==> config.mk <==
export PLATFORM = sky130hd
export DESIGN_NAME = frame_to_spi_mux
export DESIGN_NICKNAME = d
export VERILOG_FILES = /design/src/rtl/frame_to_spi_pkg.sv /design/src/rtl/toggle_edge_sync.sv /design/src/rtl/frame_to_spi_mux.sv
export SDC_FILE = /design/constraint.sdc
export NUM_CORES = 1
export LEC_CHECK = 0
export ABC_AREA = 1
export ABC_CLOCK_PERIOD_IN_PS = 2350
export BUFFER_PORTS_ARGS = -buffer_cell sky130_fd_sc_hd__buf_4
export CAP_MARGIN = 10
export CORE_AREA = 8 8 195 197
export DETAILED_ROUTE_END_ITERATION = 10
export DIE_AREA = 0 0 203 205
export SLEW_MARGIN = 20
export SYNTH_ARGS = -nofsm -noshare
export SYNTH_HDL_FRONTEND = slang
export SYNTH_SLANG_ARGS = --single-unit
==> constraint.sdc <==
create_clock -name clk -period 2.35 [get_ports clk]
set_input_delay 0.1175 -clock clk [delete_from_list [all_inputs] [get_ports clk]]
set_output_delay 0.1175 -clock clk [all_outputs]
set_load 0.1 [all_outputs]
==> src/rtl/frame_to_spi_pkg.sv <==
// Shared types, constants and the status-header builder for the SPI frame uploader.
package frame_to_spi_pkg;

    localparam int unsigned HDR_W = 128;

    typedef enum logic [2:0] {
        IDLE,
        FIRST,
        FRAMES,
        STREAM,
        EXHAUST
    } state_t;

    localparam logic [7:0]  CMD_START    = 8'hA5;
    localparam logic [7:0]  HDR_MAGIC    = 8'hA6;
    localparam logic [23:0] HDR_SYNC     = 24'hFFFF7F;
    localparam logic [15:0] COUNT_STREAM = 16'hFFFF;

    // Command word as received from the SPI slave
    typedef struct packed {
        logic [7:0]  op;
        logic [3:0]  ch;
        logic [1:0]  rsvd;
        logic [1:0]  width;
        logic [15:0] count;
    } cmd_t;

    function automatic logic [HDR_W-1:0] build_header(
        input logic [3:0]  ch,
        input logic [3:0]  seq,
        input logic [15:0] send_count,
        input logic [15:0] sync_count,
        input logic [7:0]  leds,
        input logic [15:0] lost_frames,
        input logic [31:0] total_frames
    );
        return {HDR_MAGIC, ch, seq, send_count, sync_count, leds,
                lost_frames, total_frames, HDR_SYNC};
    endfunction

endpackage

==> src/rtl/toggle_edge_sync.sv <==
// Brings a toggle-style handshake into clk and turns each level change into a one-cycle pulse.
module toggle_edge_sync (
    input  logic clk,
    input  logic rst,
    input  logic toggle,
    output logic pulse_c
);

    logic [2:0] sync;

    always_ff @(posedge clk) begin
        if (rst) begin
            sync <= '0;
        end else begin
            sync <= {sync[1:0], toggle};
        end
    end

    assign pulse_c = sync[2] ^ sync[1];

endmodule

==> src/rtl/frame_to_spi_mux.sv <==
// Multi-channel SPI frame uploader: header, requested data frames, then header fill until CS rises.
module frame_to_spi_mux
    import frame_to_spi_pkg::*;
#(
    parameter int unsigned FRAME_W     = 128,
    parameter int unsigned NUM_CH      = 2,
    parameter int unsigned CH_LOG2     = 1,
    parameter int unsigned BUFFLENLOG2 = 9
) (
    input  logic                          clk,
    input  logic                          rst,
    output logic [1:0]                    Width,
    output logic                          Transmitting,
    output logic [CH_LOG2-1:0]            ActiveCh,
    output logic                          CmdErr,
    input  logic [NUM_CH*FRAME_W-1:0]     Frame,
    input  logic [NUM_CH-1:0]             FrameReady,
    input  logic [NUM_CH*BUFFLENLOG2-1:0] FramesCnt,
    output logic [NUM_CH-1:0]             FrameNext,
    output logic [FRAME_W-1:0]            TxFrame,
    input  logic                          TxGetNext,
    input  logic [31:0]                   RxPacket,
    input  logic                          PktComplete,
    input  logic                          CS,
    input  logic [7:0]                    Leds,
    input  logic [15:0]                   SyncCount,
    input  logic [15:0]                   LostFrames,
    input  logic [31:0]                   TotalFrames
);

    state_t      state;
    logic [3:0]  seq;
    logic [15:0] send_count;
    logic        tx_is_data;
    logic [1:0]  cmd_width;
    logic [15:0] cmd_count;

    logic tx_ev;
    logic pk_ev;

    toggle_edge_sync u_tx_sync (
        .clk     (clk),
        .rst     (rst),
        .toggle  (TxGetNext),
        .pulse_c (tx_ev)
    );

    toggle_edge_sync u_pk_sync (
        .clk     (clk),
        .rst     (rst),
        .toggle  (PktComplete),
        .pulse_c (pk_ev)
    );

    // Per-channel views of the flattened FIFO buses
    logic [FRAME_W-1:0] frame_arr [NUM_CH];
    logic [15:0]        cnt_arr   [NUM_CH];

    for (genvar i = 0; i < NUM_CH; i++) begin : g_ch
        assign frame_arr[i] = Frame[i*FRAME_W +: FRAME_W];
        assign cnt_arr[i]   = 16'(FramesCnt[i*BUFFLENLOG2 +: BUFFLENLOG2]);
    end

    cmd_t cmd;
    logic cmd_valid;
    logic unused_rsvd;

    assign cmd         = cmd_t'(RxPacket);
    assign cmd_valid   = (cmd.op == CMD_START) && (32'(cmd.ch) < NUM_CH);
    assign unused_rsvd = ^cmd.rsvd;

    logic [15:0]        cur_cnt;
    logic [15:0]        cur_cnt_dec;
    logic               data_ok;
    logic [FRAME_W-1:0] hdr_frame;

    always_comb begin
        cur_cnt     = cnt_arr[ActiveCh];
        cur_cnt_dec = (cur_cnt == 16'd0) ? 16'd0 : cur_cnt - 16'd1;
        data_ok     = ((state == FRAMES) || (state == STREAM)) &&
                      FrameReady[ActiveCh] && (cur_cnt != 16'd0);
        hdr_frame   = '0;
        hdr_frame[FRAME_W-1 -: HDR_W] = build_header(4'(ActiveCh), seq, send_count,
                                                     SyncCount, Leds, LostFrames, TotalFrames);
    end

    always_ff @(posedge clk) begin
        if (rst) begin
            state        <= IDLE;
            Transmitting <= 1'b0;
            Width        <= 2'd3;
            ActiveCh     <= '0;
            CmdErr       <= 1'b0;
            FrameNext    <= '0;
            TxFrame      <= '0;
            send_count   <= '0;
            seq          <= '0;
            tx_is_data   <= 1'b0;
            cmd_width    <= '0;
            cmd_count    <= '0;
        end else begin
            CmdErr     <= 1'b0;
            FrameNext  <= '0;
            TxFrame    <= data_ok ? frame_arr[ActiveCh] : hdr_frame;
            tx_is_data <= data_ok;

            // CS release ends any cluster and wins over a same-cycle shifter event
            if ((state != IDLE) && CS) begin
                state        <= IDLE;
                Transmitting <= 1'b0;
                send_count   <= cur_cnt;
            end else begin
                case (state)
                    IDLE: begin
                        if (pk_ev && !CS) begin
                            if (cmd_valid) begin
                                ActiveCh     <= cmd.ch[CH_LOG2-1:0];
                                seq          <= seq + 4'd1;
                                cmd_width    <= cmd.width;
                                cmd_count    <= cmd.count;
                                state        <= FIRST;
                                Transmitting <= 1'b1;
                            end else begin
                                CmdErr <= 1'b1;
                            end
                        end
                    end
                    FIRST: begin
                        if (tx_ev) begin
                            Width <= cmd_width;
                            if (cmd_count == 16'd0) begin
                                state      <= EXHAUST;
                                send_count <= cur_cnt;
                            end else if (cmd_count == COUNT_STREAM) begin
                                state <= STREAM;
                            end else begin
                                state      <= FRAMES;
                                send_count <= cmd_count;
                            end
                        end
                    end
                    FRAMES: begin
                        // Only a consumed data frame is popped; header underrun fill is not counted
                        if (tx_ev && tx_is_data) begin
                            FrameNext[ActiveCh] <= 1'b1;
                            if (send_count == 16'd1) begin
                                state      <= EXHAUST;
                                send_count <= cur_cnt_dec;
                            end else begin
                                send_count <= send_count - 16'd1;
                            end
                        end
                    end
                    STREAM: begin
                        send_count <= cur_cnt;
                        if (tx_ev && tx_is_data) begin
                            FrameNext[ActiveCh] <= 1'b1;
                        end
                    end
                    EXHAUST: begin
                    end
                    default: begin
                        state        <= IDLE;
                        Transmitting <= 1'b0;
                    end
                endcase
            end
        end
    end

endmodule

# After elaboration in Yosys (flattened, before gate mapping)
# Cells that the tools add are included.
dict set report totals {
  reg_bits 183
  in_bits 385
  out_inout_bits 135
  word_cells 106
}
dict set report op_classes {
  addsub 3
  n_lt_le_gt_ge 4
  eq_ne 15
  n_mux 31
  bitwise_logic 11
  reduce_logical 27
}
# op count
set op_table {}
lappend op_table {{$mux W128} 4}
lappend op_table {{$mux W16} 9}
lappend op_table {{$pmux W16 S3} 1}
lappend op_table {{$logic_not A16 Y1} 2}
lappend op_table {{$sub A16 B1 Y16 const B} 2}
lappend op_table {{$mux W3} 6}
lappend op_table {{$eq A16 B1 Y1 const B} 1}
lappend op_table {{$eq A16 B16 Y1 const B} 1}
lappend op_table {{$reduce_bool A16 Y1} 1}
lappend op_table {{$pmux W3 S4} 1}
lappend op_table {{$reduce_or A4 Y1} 3}
lappend op_table {{$mux W9} 1}
lappend op_table {{$eq A8 B8 Y1 const B} 1}
lappend op_table {{$not A1 Y1} 8}
lappend op_table {{$reduce_and A4 Y1} 2}
lappend op_table {{$reduce_or A2 Y1} 4}
lappend op_table {{$logic_and A1 B1 Y1} 7}
lappend op_table {{$mux W1} 7}
lappend op_table {{$eq A3 B2 Y1 const B} 2}
lappend op_table {{$ne A2 B2 Y1 const B} 3}
lappend op_table {{$reduce_and A3 Y1} 2}
lappend op_table {{$reduce_and A6 Y1} 1}
lappend op_table {{$add A4 B1 Y4 const B} 1}
lappend op_table {{$lt A4 B2 Y1 const B} 1}
lappend op_table {{other kinds (18)} 20}

# Logic depth before layout (Yosys ltp)
# Gate-level depths: netlist (run 1).
dict set report depth {
  word_depth 10
  depth_mapped 16
  mapped_depth_nobuf 13
}

# By module
# A second synthesis (run 1) with hierarchy kept.
dict set report hier_totals {
  hier_cells 1325
  hier_area_um2 8968.6
}
# module n_inst cells_each area_per_inst_um2 seq_area_each_um2
set by_module_without_submodules {}
lappend by_module_without_submodules {frame_to_spi_mux 1 1299 8773.4 3543.4}
lappend by_module_without_submodules {toggle_edge_sync 2 13 97.6 60.1}

# Worst setup path before layout (run 1)
# Ideal clock, no wire load.
dict set report synth_timing {
  path_type {flip-flop to flip-flop}
  startpoint {reg ActiveCh}
  endpoint {reg TxFrame[102]}
  setup_time_ps 123
  arrival_time_ps 2778
  required_time_ps 2227
  path_slack_ps -551
  stages_incl_launch_ff 16
  path_buffers 3
  period_less_slack_ps 2901
  path_cell_list {dfxtp_1 > buf_2 > nand2_1 > nand2_1 > ha_1 > nand3_1 > nor2_2 > nand2_1 > nor2_4 > inv_4 > nand2_4 > inv_4 > buf_8 > buf_8 > o21ai_1 > a31oi_1}
}
dict set report synth_between {
  elab_chain_cells 7
  elab_cells_between_ends 13
  classes_between {mux: 9; bitwise: 1; reduce/logical: 3}
}
# item line
set synth_lines {}
lappend synth_lines {{start: declaration} frame_to_spi_mux.sv:14} ;# output logic [CH_LOG2-1:0] ActiveCh,
lappend synth_lines {{start signal: assignment} frame_to_spi_mux.sv:117} ;# ActiveCh <= cmd.ch[CH_LOG2-1:0];
lappend synth_lines {{$not A1 Y2 (implied by the code)} {frame_to_spi_mux.sv:78, frame_to_spi_mux.sv:104}}
lappend synth_lines {{$mux W9 (implied by the code)} frame_to_spi_mux.sv:78} ;# cur_cnt = cnt_arr[ActiveCh];
lappend synth_lines {{$mux W16 (implied by the code) (2 in a row)} frame_to_spi_mux.sv:78}
lappend synth_lines {{$reduce_bool A16 Y1} frame_to_spi_mux.sv:81} ;# FrameReady[ActiveCh] && (cur_cnt != 16'd0);
lappend synth_lines {{$logic_and A1 B1 Y1} frame_to_spi_mux.sv:81}
lappend synth_lines {{$mux W128 *} frame_to_spi_mux.sv:104} ;# TxFrame <= data_ok ? frame_arr[ActiveCh] : hdr_frame;
lappend synth_lines {{end signal: assignment} frame_to_spi_mux.sv:104}
lappend synth_lines {{end: declaration} frame_to_spi_mux.sv:20} ;# output logic [FRAME_W-1:0] TxFrame,
# Every way passes the cells marked *; elsewhere a longest branch is shown, timed or not. The select of a mux whose other input is x is not followed.
# A chain may end at the register's enable or synchronous reset.

# Final worst setup path (run 1)
dict set report layout_timing {
  startpoint {reg ActiveCh}
  endpoint {reg TxFrame[57]}
}
# The elaborated chain is that of the path after synthesis.

==> flow_summary.toml, run 1 <==
[sta]
rsz0062_at_grt = "false"
hold_viol = 0
period_share = 0.928
finalSetupViolations = 0
maxSlewHeadroom = 0.476
fin_skew_ps = 7.36
fmax_mhz = 458
post-route-min-period_ps = 2180
maxSlewViolCount = 0
tightestPinTransition_ps = 787
setup_ws_ps = 168
fin_tns_setup_ps = 0

[global_route]
antenna_found_initial = 4
grt_max_degree = 129
grt_busiest_layer = "met2"
grt.overflow.total = 0
grt_pass1_vias = 12500
use_met1 = 0.259
grt_pass1_wl_mm = 76.2
met3_usage = 0.0664
grt_util_met2 = 0.396
grt_use_total = 0.234

[worst_setup_path]
arrival_ps = 2500
path_class = "reg -> reg"
cp.required_ps = 2670
worstSetupEndpointType = "register"
path_max_fanout = 42
startpoint_type = "register"

[clocking]
insertion_delay_ps = 450
cts_buffer_depth = 2
clock_sink_count = 183
cts_tree = "yes"
clk_pin_slew_worst_paths_ps = 70
cts-htree-levels = 4
cts-root-buf = "clkbuf_16"
cts_buffers = 17

[synth]
ys_types = 37
synth_top_area_cell = "dfxtp_1"
synth_fp_nets = 1686
synthTopCellsByArea = "dfxtp_1 41%, nand2_1 18%, a31oi_1 6.5%"
yosysWarnings = 0
synth_top_area_share = 0.414
syn-cell-area_sq_um = 8850
postSynthCellCount = 1297
syn_area_per_cell_sq_um = 6.82
seq_area_frac_synth = 0.414
ys_seq_elements = 183

[floorplan]
fp.dieH_microns = 205
dieArea_sq_um = 41600
core_area_sq_um = 35000
die_x_microns = 203
rows = 69
ios = 520
start_util = 0.253

[finish]
final_nets = 2525
area_growth_syn_to_layout_pct = 95.6
final_core_util = 0.495
final_common_cell = "buf_4"
post_layout_nonfiller_instances = 2613
layout_common_cells = "550 x buf_4, 431 x nand2_1, 342 x dlygate4sd3_1"
drive_gt1_frac = 0.286

[placement]
place_hpwl_mm = 34.5
place.gp.congestion = 0.934
port_buffers = 517
place_ws_ps = 203
placed_cells = 2235

[power]
cellPowerDensity_nw_per_um2 = 683
leakagePower_nw = 8.29
irDropWorstVdd_mv = 0.568
p_total_mw = 11.8

[routing]
wl_mm = 51.1
drtPass1Iterations = 5
route.detailed.drc = 0
viasPerCell = 4.77
postRouteAntennaNets = 0
vias = 12500
first_iter_violations = 833
wire_per_inst_microns = 19.6

[flow_run]
cap_violations = 0

[min_path]
hp-class = "in -> reg"

[outcome]
status = "finished, final reports clean"
==> flip-flops by register name (all words and copies together), names as in the netlist <==
register / cells
Width: 2
CmdErr: 1
FrameNext: 2
Transmitting: 1
tx_is_data: 1
send_count: 16
u_tx_sync.sync: 3
ActiveCh: 1
TxFrame: 128
state: 3
seq: 4
cmd_count: 16
cmd_width: 2
u_pk_sync.sync: 3
==> timing repair <==
| item | CTS | global route |
|---|---|---|
| hold buffers | 341 | 1 |
| endpoints found under the hold margin | 149 | 1 |
| endpoints found under the setup margin | 0 | 13 |
| resized for setup | 0 | 5 |
| setup buffers | 0 | 0 |
==> synthesized netlist by cell type (all sizes together) <==
| library cell | instances |
|---|---|
| nand2 | 438 |
| dfxtp | 183 |
| o21ai | 146 |
| inv | 114 |
| nor2 | 96 |
| a31oi | 92 |
| clkbuf | 53 |
| a21oi | 41 |
| nand3 | 35 |
| buf | 27 |
| a211oi | 20 |
| nand4 | 11 |
| nor3 | 10 |
| xor2 | 10 |
| o211ai | 6 |
| xnor2 | 5 |
| ha | 4 |
| and3 | 1 |
| clkinv | 1 |
| nor3b | 1 |
| o21a | 1 |
| o21bai | 1 |
| o22ai | 1 |
==> layout make-up <==
type,count,area [sq um]
diodes,3,7.51
clock buffers,17,425
clock inverters,15,166
fillers,3134,17700
inverters,115,445
multi-input cells,919,4300
flip-flops and latches,183,3670
well taps,461,577
repair buffers,900,7730
==> critical path, stage by stage (launching register included) <==
cell and delay, ps:
dfxtp_4 370, buf_4 200, o21ai_1 430, nand2_2 120, nor2_4 160, inv_4 50
nand2_4 90, inv_8 100, buf_16 190, o21ai_1 200, a31oi_1 100
==> final timing paths <==
check	startpoint	to	slack, ps	cells after the start
worst max register to register	ActiveCh	TxFrame[57]	170	10
worst min-delay path	Frame[140]	TxFrame[12]	30	5
worst min register to register	u_pk_sync.sync[0]	u_pk_sync.sync[1]	400	2
worst max-delay path	ActiveCh	TxFrame[57]	170	10
==> power by group <==
part	internal, mW	total (mW)	switching, mW
logic	1.89	5.34	3.45
registers	3.37	3.53	0.157
clock network	1.51	2.95	1.44
total	6.77	11.8	5.05
==> layer usage <==
metal,routed length [microns],part of all wire,up-vias
met4,3240,0.063,4
met5,27,0.00053,-
met3,3960,0.077,154
li1,-,-,5913
met2,24700,0.48,673
met1,19200,0.38,5724
==> metrics by stage <==
stage	hold slack (ps)	area, sq um
3_5_place_dp	326	13200
6_report	26.8	17300
5_1_grt	23.0	17300
3_3_place_gp	329	13200
4_1_cts	2.24	17300
2_1_floorplan	224	8850
==> cell families (layout without fill, tap and decap cells) <==
group | Yosys count | count (layout) | synth area share
compound gates | 308 | 308 | 0.196
other cells | 0 | 3 | 0
xor+xnor | 15 | 15 | 0.0148
buf+inv | 195 | 1047 | 0.101
flops | 183 | 183 | 0.414
fa+ha+maj | 4 | 4 | 0.00565
simple gates | 592 | 592 | 0.269
Note: power is estimated with default switching activity, not from simulation.
==> run 2, diff against run 1 <==
Settings changed: MAX_ROUTING_LAYER set to met4.
==> run 2 against run 1 <==
Effect of this change:
- fmax is 2.4% lower
- first-iteration DRC count rose by 10%
- routed wire length increased by 0.54%
- clock-buffer cell count increased by 1
- cell area hardly changed
- clock skew is 6.6 ps higher
- power increased by 0.53%
- critical path depth rose by 3
- sequential power about the same
- core utilization is essentially flat
- clock power increased by 2%
- combinational power about the same
==> flow_summary.toml, run 2 (synthesis gave the netlist of run 1 again) <==
[global_route]
grt.overflow.total = 0
grt_max_degree = 128
antenna_found_initial = 3
grt_pass1_vias = 12800
grt_pass1_wl_mm = 76.3
grt_use_total = 0.242

[clocking]
insertion_delay_ps = 450
cts_tree = "yes"
clock_sink_count = 183
clk_pin_slew_worst_paths_ps = 80
cts-htree-levels = 4
cts_buffers = 17
cts_buffer_depth = 2
cts-root-buf = "clkbuf_16"

[routing]
viasPerCell = 4.82
wl_mm = 51.4
route.detailed.drc = 0
postRouteAntennaNets = 0
wire_per_inst_microns = 19.6
drtPass1Iterations = 5
first_iter_violations = 916
vias = 12600

[finish]
post_layout_nonfiller_instances = 2620
drive_gt1_frac = 0.287
final_common_cell = "buf_4"
largest_reg_flops = 128
largest-register = "TxFrame"
largestRegisters = "TxFrame: 128 flops, cmd_count: 16 flops, send_count: 16 flops"
nFillCells = 3184
final_nets = 2527
layout_common_cells = "553 x buf_4, 432 x nand2_1, 340 x dlygate4sd3_1"
area_growth_syn_to_layout_pct = 95.7

[placement]
place_hpwl_mm = 34.4
place_ws_ps = 163
place.gp.congestion = 0.971
placed_cells = 2240
port_buffers = 517

[floorplan]
start_util = 0.253
rows = 69
core_area_sq_um = 35000
fp.dieH_microns = 205
dieArea_sq_um = 41600
ios = 520
die_x_microns = 203

[power]
irDropWorstVdd_mv = 0.543
cellPowerDensity_nw_per_um2 = 686
leakagePower_nw = 8.29

[worst_setup_path]
cpMaxStageDelayCell = "dfxtp_4"
startpoint_type = "register"
cp.required_ps = 2700
worstPathCellList = "inv_4, buf_4, nand2_1, nand2_2, nor2_2, nand2_1, nor2_4, inv_4, nand2_4, inv_8, buf_4, o21ai_1, a31oi_1"
path_delay_family = "buffers and inverters"
arrival_ps = 2580
cpPeakStageDelay_ps = 370
path_max_fanout = 22
path_buf_inv = 5
path_class = "reg -> reg"
worstSetupEndpointType = "register"

[sta]
tightestPinTransition_ps = 926
rsz0062_at_grt = "true"
maxSlewHeadroom = 0.383
finalSetupViolations = 0
post-route-min-period_ps = 2240
fin_skew_ps = 14.0
fmax_mhz = 447
hold_viol = 0
period_share = 0.951
maxSlewViolCount = 0
setup_ws_ps = 115

[outcome]
status = "finished, final reports clean"

[flow_run]
cap_violations = 0

[min_path]
hp-class = "in -> reg"
run 2: cell types whose count changed in the layout (fill, tap and decap cells not counted), moves of 2 or more:
cell	change
inv_8	+2
dlygate4sd3_1	-2
buf_12	+2
clkinv_4	-3
buf_4	+3
diode_2	+5
clkinvlp_4	+2
buf_16	-2
run 2: metrics by stage:
step                area [sq um]  hold slack, ps  setup TNS, ps  power [mW]   util
floorplan                   8850             224              0        6.78      -
global placement           13300             324              0        8.35  0.380
detailed placement         13300             328              0        8.35  0.380
CTS                        17300            3.21              0        11.9  0.495
global route               17300            24.6          -33.0        12.4  0.495
finish                     17300            20.4              0        11.9  0.496
run 2: routing by layer:
metal	vias up	wire, microns	track usage
met5	-	0	-
met4	0	2920	0.140
met3	159	3510	0.0504
met2	665	25300	0.402
met1	5860	19600	0.266
li1	5933	-	-
run 2: worst min-delay path, delay by kind of cell:
family | cells | cell delay [ps]
simple gates | 1 | 110
buf+inv | 1 | 110
compound gates | 1 | 90
run 2: final cells by class:
type / count / area [sq um] / area share
timing repair buffer: 902 / 7730 / 0.446
multi-input combinational: 919 / 4290 / 0.248
sequential: 183 / 3670 / 0.212
tap: 461 / 577 / 0.0333
inverter: 115 / 445 / 0.0257
clock buffer: 18 / 439 / 0.0253
clock inverter: 14 / 156 / 0.00903
antenna: 8 / 20.0 / 0.00116
run 2: worst paths after layout:
check / endpoint / start / slack (ps) / cells after the start
min reg2reg: u_pk_sync.sync[1] / u_pk_sync.sync[0] / 400 / 2
max reg2reg: TxFrame[83] / ActiveCh / 110 / 13
max: TxFrame[83] / ActiveCh / 110 / 13
min: TxFrame[30] / Frame[158] / 20 / 3
run 2: where the power goes:
group / total (mW) / leakage (nW) / switching [mW] / internal, mW
Combinational: 5.34 / 6.50 / 3.45 / 1.90
Clock: 3.00 / 0.281 / 1.46 / 1.54
Sequential: 3.53 / 1.51 / 0.157 / 3.38
run 2: repair_timing:
action / 4_1_cts / 5_1_grt
hold buffers: 340 / 0
setup endpoints to repair: 0 / 13
buffers inserted: 0 / 0
gates resized for setup: 0 / 3
hold endpoints to repair: 147 / 0
